[src/rtl/scr1_pipe_mprf_mp.sv]
// -----------------------------------------------------------------------------
// scr1_pipe_mprf_mp
//
// Parametrised multi-port register file with NRD registered read ports and
// NWR write ports over a SIZE x XLEN array. An integrated clear sequencer
// zeroes every entry after reset and whenever init_req_i is seen while idle.
//
// Build option:
//   SCR1_MPRF_MP_FWD_EN  defined   -> write-first: a read that collides with a
//                                     valid same-cycle write returns the new data
//                        undefined -> read-first: the colliding read returns the
//                                     old contents
//
// Ports:
//   clk, rst     clock, synchronous active-high reset
//   rd_en_i      per-port read enable (NRD)
//   rd_addr_i    read addresses, port k at [k*AWIDTH +: AWIDTH]
//   rd_data_o    registered read data, port k at [k*XLEN +: XLEN]
//   wr_req_i     per-port write request (NWR)
//   wr_addr_i    write addresses, port j at [j*AWIDTH +: AWIDTH]
//   wr_data_i    write data, port j at [j*XLEN +: XLEN]
//   init_req_i   request a new clear sequence (honoured only when idle)
//   busy_o       clear sequence in progress
//   wr_drop_o    one-cycle pulse: a write was discarded while busy
//
// Handshake: there is no backpressure. A write is accepted on any edge where
// busy_o is low; a write presented while busy_o is high is discarded and
// reported on wr_drop_o one cycle later. Reads always complete with a fixed
// one-cycle latency; while busy_o is high they return zero.
// -----------------------------------------------------------------------------
module scr1_pipe_mprf_mp #(
  parameter int XLEN     = 32,
  parameter int AWIDTH   = 5,
  parameter int SIZE     = 32,
  parameter int NRD      = 2,
  parameter int NWR      = 1,
  parameter int ZERO_REG = 1
) (
  input  logic                   clk,
  input  logic                   rst,
  input  logic [NRD-1:0]         rd_en_i,
  input  logic [NRD*AWIDTH-1:0]  rd_addr_i,
  output logic [NRD*XLEN-1:0]    rd_data_o,
  input  logic [NWR-1:0]         wr_req_i,
  input  logic [NWR*AWIDTH-1:0]  wr_addr_i,
  input  logic [NWR*XLEN-1:0]    wr_data_i,
  input  logic                   init_req_i,
  output logic                   busy_o,
  output logic                   wr_drop_o
);

  // Entry 0 is never cleared when it is hardwired, so the walk starts at 1.
  localparam int                FIRST   = (ZERO_REG != 0) ? 1 : 0;
  localparam logic [AWIDTH-1:0] FIRST_A = AWIDTH'(FIRST);
  localparam logic [AWIDTH-1:0] LAST_A  = AWIDTH'(SIZE - 1);

  typedef enum logic {
    ST_CLEAR = 1'b0,
    ST_READY = 1'b1
  } state_e;

  state_e              state_q, state_d;
  logic [AWIDTH-1:0]   ptr_q, ptr_d;
  logic [NRD*XLEN-1:0] rd_data_q, rd_data_d;
  logic                wr_drop_q, wr_drop_d;

  logic [XLEN-1:0]     mem_q [SIZE];

  // Unpacked views of the flat port buses.
  logic [AWIDTH-1:0]   wa    [NWR];
  logic [XLEN-1:0]     wd    [NWR];
  logic                wv    [NWR];
  logic [AWIDTH-1:0]   ra    [NRD];

  // Per-entry write strobe and data.
  logic [SIZE-1:0]     ent_we;
  logic [XLEN-1:0]     ent_wd [SIZE];

  logic                busy;

  // An address is writable/readable when it is inside the array and is not
  // the hardwired zero entry.
  function automatic logic addr_ok(input logic [AWIDTH-1:0] a);
    logic in_range;
    logic is_zero;
    in_range = (int'(a) < SIZE);
    is_zero  = (ZERO_REG != 0) && (a == '0);
    return in_range && !is_zero;
  endfunction

  assign busy = (state_q == ST_CLEAR);

  always_comb begin
    for (int j = 0; j < NWR; j++) begin
      wa[j] = wr_addr_i[j*AWIDTH +: AWIDTH];
      wd[j] = wr_data_i[j*XLEN +: XLEN];
      wv[j] = wr_req_i[j] && addr_ok(wr_addr_i[j*AWIDTH +: AWIDTH]);
    end
    for (int k = 0; k < NRD; k++) begin
      ra[k] = rd_addr_i[k*AWIDTH +: AWIDTH];
    end
  end

  // ---------------------------------------------------------------------------
  // Clear sequencer
  // ---------------------------------------------------------------------------
  always_comb begin
    state_d = state_q;
    ptr_d   = ptr_q;
    case (state_q)
      ST_CLEAR: begin
        if (ptr_q == LAST_A) begin
          state_d = ST_READY;
          ptr_d   = FIRST_A;
        end else begin
          ptr_d = ptr_q + AWIDTH'(1);
        end
      end
      ST_READY: begin
        if (init_req_i) begin
          state_d = ST_CLEAR;
          ptr_d   = FIRST_A;
        end
      end
      default: begin
        state_d = ST_CLEAR;
        ptr_d   = FIRST_A;
      end
    endcase
  end

  // ---------------------------------------------------------------------------
  // Array write selection. While clearing, only the pointer entry is written
  // (with zero) and external writes are discarded. When ready, ports are
  // scanned in ascending order so the highest-index port wins a collision.
  // ---------------------------------------------------------------------------
  always_comb begin
    ent_we = '0;
    for (int i = 0; i < SIZE; i++) begin
      ent_wd[i] = '0;
    end
    if (busy) begin
      for (int i = 0; i < SIZE; i++) begin
        if (ptr_q == AWIDTH'(i)) begin
          ent_we[i] = 1'b1;
        end
      end
    end else begin
      for (int j = 0; j < NWR; j++) begin
        for (int i = 0; i < SIZE; i++) begin
          if (wv[j] && (wa[j] == AWIDTH'(i))) begin
            ent_we[i] = 1'b1;
            ent_wd[i] = wd[j];
          end
        end
      end
    end
  end

  // ---------------------------------------------------------------------------
  // Read path
  // ---------------------------------------------------------------------------
  always_comb begin
    rd_data_d = rd_data_q;
    for (int k = 0; k < NRD; k++) begin
      if (rd_en_i[k]) begin
        if (busy) begin
          rd_data_d[k*XLEN +: XLEN] = '0;
        end else if (!addr_ok(ra[k])) begin
          rd_data_d[k*XLEN +: XLEN] = '0;
        end else begin
          rd_data_d[k*XLEN +: XLEN] = mem_q[ra[k]];
`ifdef SCR1_MPRF_MP_FWD_EN
          // Write-first bypass; later ports override earlier ones to match
          // the array's write priority.
          for (int j = 0; j < NWR; j++) begin
            if (wv[j] && (wa[j] == ra[k])) begin
              rd_data_d[k*XLEN +: XLEN] = wd[j];
            end
          end
`endif
        end
      end
    end
  end

  // A drop is reported for any request seen while clearing, even one aimed at
  // an address that would have been discarded anyway.
  assign wr_drop_d = busy && (|wr_req_i);

  // ---------------------------------------------------------------------------
  // State registers
  // ---------------------------------------------------------------------------
  always_ff @(posedge clk) begin
    if (rst) begin
      state_q   <= ST_CLEAR;
      ptr_q     <= FIRST_A;
      rd_data_q <= '0;
      wr_drop_q <= 1'b0;
    end else begin
      state_q   <= state_d;
      ptr_q     <= ptr_d;
      rd_data_q <= rd_data_d;
      wr_drop_q <= wr_drop_d;
    end
  end

  // Array storage is deliberately not reset; the clear sequence zeroes it.
  always_ff @(posedge clk) begin
    for (int i = 0; i < SIZE; i++) begin
      if (ent_we[i]) begin
        mem_q[i] <= ent_wd[i];
      end
    end
  end

  assign rd_data_o = rd_data_q;
  assign busy_o    = busy;
  assign wr_drop_o = wr_drop_q;

endmodule

[config.mk]
export PLATFORM = sky130hd
export DESIGN_NAME = scr1_pipe_mprf_mp
export DESIGN_NICKNAME = d
export VERILOG_FILES = /design/src/rtl/scr1_pipe_mprf_mp.sv
export SDC_FILE = /design/constraint.sdc
export NUM_CORES = 2
export LEC_CHECK = 0
export BUFFER_PORTS_ARGS = -buffer_cell sky130_fd_sc_hd__buf_2
export CORE_UTILIZATION = 31
export CTS_CLUSTER_SIZE = 12
export DETAILED_ROUTE_END_ITERATION = 8
export GPL_TIMING_DRIVEN = 0
export SLEW_MARGIN = 25
export SYNTH_ARGS = -nofsm -noshare
export SYNTH_HDL_FRONTEND = slang
export SYNTH_SLANG_ARGS = --single-unit
export TNS_END_PERCENT = 10
[constraint.sdc]
create_clock -name clk -period 3.7 [get_ports clk]
set_clock_uncertainty 0.05 [all_clocks]
set_input_delay 0.37 -clock clk [delete_from_list [all_inputs] [get_ports clk]]
set_output_delay 0.37 -clock clk [all_outputs]
set_load 0.01 [all_outputs]
==> results.py <==
metrics = {
    "placed_design": {
        "placedCellCount": 7015,
        "place_hpwl_um": 275000,
        "port_buffers": 114,
        "gp_congestion": 1.09,
    },
    "yosys": {
        "yosysWarningCount": 0,
        "yosysMostFrequentCell": "edfxtp_1",
        "synth-edff-count": 1024,
        "synthArstFlopShare_pct": 0,
        "synth_top_family_by_area": "multiplexers",
        "synth_seq_cells": 1095,
        "syn_avg_cell_area_um2": 13.5,
        "netlist_area_um2": 57800,
        "synth-xor-area-share_pct": 0,
        "synth_top_area_share_pct": 53.2,
        "synth_top_area_cell": "edfxtp_1",
        "synth_cells": 4298,
        "synthTopCellsByArea": "edfxtp_1, and2_1, mux4_2, mux2i_1, dfxtp_1",
        "ys_seq_area_share_pct": 55.6,
        "synth.cells.most_frequent": "edfxtp_1, and2_1, mux2i_1",
        "ys_types": 49,
        "yosys_most_used_dff": "edfxtp_1",
        "synthSimpleGateAreaFrac_pct": 14.0,
        "synth_fa_ha_area_share_pct": 0.130,
        "synth_compound_area_share_pct": 6.41,
        "synthMuxAreaShare_pct": 20.2,
    },
    "grt": {
        "grt-ovfl-total": 0,
        "grt_pass1_vias": 42626,
        "track_usage_pct": 37.4,
        "grt_start_max_net_pins": 33,
        "grt_pass1_wl_um": 447000,
        "antenna_found_initial": 46,
    },
    "route": {
        "drtAntennaViolNets": 0,
        "drtIter0Drc": 8138,
        "drc_errors": 0,
        "drt-wirelength-per-cell_um": 48.8,
        "vias_per_cell": 6.26,
        "vias": 45835,
        "routed_wl_um": 357000,
        "drtPass1Iterations": 6,
    },
    "floorplan": {
        "std_cell_rows": 158,
        "start_util_pct": 31.2,
        "coreArea_um2": 185000,
        "die_y_um": 434,
        "ios": 119,
        "die_w_um": 434,
        "die_area_um2": 188000,
    },
    "final_layout": {
        "regArea_um2": 32200,
        "multi_input_area_um2": 24300,
        "fillers": 17867,
        "syn2layout_area_growth_pct": 19.8,
        "drive_above_1_share_pct": 21.8,
        "finalNetCount": 4762,
        "stdcell_count": 7317,
    },
    "power_and_ir_drop": {
        "powerDensity_nw_per_um2": 442,
        "p_leak_nw": 25.7,
        "p_total_mw": 30.6,
        "ir_drop_uv": 393,
    },
    "setup_path": {
        "critPathMaxFanout": 11,
        "crit_type": "in -> reg",
        "crit_path_start_kind": "input port",
        "reg2reg_slack_ns": -0.02,
        "cp.arrival_ns": 4.42,
        "cpPeakStageDelay_ns": 0.94,
        "worstPathRequired_ns": 4.35,
        "end_kind": "flip-flop",
        "crit_buf_inv": 4,
        "crit_chain": "dlygate4sd3_1 -> buf_2 -> nand3_1 -> clkbuf_2 -> nor2_1 -> clkbuf_1 -> and2_1",
        "critPathSlowestCell": "clkbuf_1",
        "path_delay_family": "buffers and inverters",
    },
    "cts": {
        "clock_latency_ns": 0.83,
        "cts_tree": "yes",
        "h-tree-depth": 4,
        "post-cts-setup-buffers": 0,
        "cts-root-buf": "clkbuf_16",
        "cts_sinks": 1095,
        "clk_path_buf_depth": 3,
        "cts_inserted_buffers": 134,
        "clk_pin_slew_worst_paths_ns": 0.07,
    },
    "sta": {
        "fmax_mhz": 266,
        "final_max_slew_viol_count": 0,
        "setup_slack_ns": -0.0652,
        "hold_violations": 0,
        "rsz0062_at_grt": "no",
        "setup_viol": 34,
        "slew_headroom_pct": 17.4,
        "fin_crit_ns": 3.77,
        "post-route-period-util_pct": 102,
        "worst_slew_pin_slew_ns": 1.24,
    },
    "min_path": {
        "worst_hold_path_type": "in -> reg",
    },
    "run_status": {
        "violations": "negative setup slack",
        "status": "complete, but fails checks",
    },
    "job": {
        "drv_cap": 0,
    },
}
worst paths after layout:
| check | from | endpoint | cells past startpoint |
|---|---|---|---|
| worst max register to register | state_q | mem_q[9][23] | 5 |
| worst min-delay path | rd_en_i[1] | rd_data_o[63] | 5 |
| worst max-delay path | wr_req_i | mem_q[19][16] | 7 |
| worst min register to register | ptr_q[0] | ptr_q[3] | 2 |
power by group:
group / internal (mW) / leakage, nW / switching [mW] / total [mW]
registers: 13.5 / 11.6 / 0.0865 / 13.6
clock network: 7.83 / 2.14 / 5.87 / 13.7
logic: 0.868 / 11.9 / 2.46 / 3.33
cell usage in the layout (no fill, tap or decap), types with 116 or more instances in the layout:
cell type	instances
clkbuf_16	138
o22ai_1	154
buf_2	198
nand2_1	116
mux2i_1	459
edfxtp_1	1024
mux4_2	266
and2_1	1012
nor2_1	116
clkbuf_1	267
layout make-up:
cell class	instances	area share (%)
Sequential cell	1095	46.4
Buffer	434	2.97
Clock buffer	178	5.30
Antenna cell	28	0.101
Multi-Input combinational cell	2762	35.1
Clock inverter	64	0.972
Tap cell	2480	4.48
Timing Repair Buffer	238	4.40
Inverter	38	0.206
logic make-up (layout without fill, tap and decap cells):
logic type,count (synthesis),in the layout
simple gates,1381,1381
compound gates,521,521
mux,822,822
fa+ha+maj,6,6
buf+inv,472,952
flops,1095,1095
other cells,1,60
what timing repair did:
item	4_1_cts	5_1_grt
hold endpoints to repair	37	0
gates cloned	0	0
setup endpoints to repair	78	32
resized for setup	3	1
hold buffers	32	0
metrics by stage:
| stage | hold WS [ns] | setup slack, ns | util (%) | area [um^2] | setup TNS (ns) |
|---|---|---|---|---|---|
| 2_1_floorplan | 0.424 | 0.599 | - | 57900 | 0 |
| 3_3_place_gp | 0.511 | -4.41 | 33.2 | 61600 | -2930.64 |
| 3_5_place_dp | 0.502 | -0.590 | 34.8 | 64500 | -23.47 |
| 4_1_cts | 0.0373 | -0.0465 | 37.3 | 69200 | -0.344 |
| 5_1_grt | 0.0474 | 0.0644 | 37.3 | 69200 | 0 |
| 6_report | 0.0588 | -0.0652 | 37.4 | 69300 | -0.963 |
state kept, by name, indices dropped and copies added, names as in the netlist:
name,flops
ptr_q,5
rd_data_o,64
state_q,1
mem_q,1024
wr_drop_o,1
tightest hold or removal path, cell delays in order:
cell and delay (ns):
buf_2 0.12, inv_1 0.09, a2111oi_4 0.10, a21oi_1 0.14
a211oi_1 0.06
metal layers:
metal	share of wire, %	global-route usage (%)	routed length [um]	vias to the layer above
met5	0.052	0	184	-
met4	11	32.8	37800	22
met2	42	53.6	148000	3840
met3	12	11.2	42100	1011
li1	-	-	-	17163
met1	36	45.6	129000	23799
No activity file was read; power rests on OpenSTA's default activity.
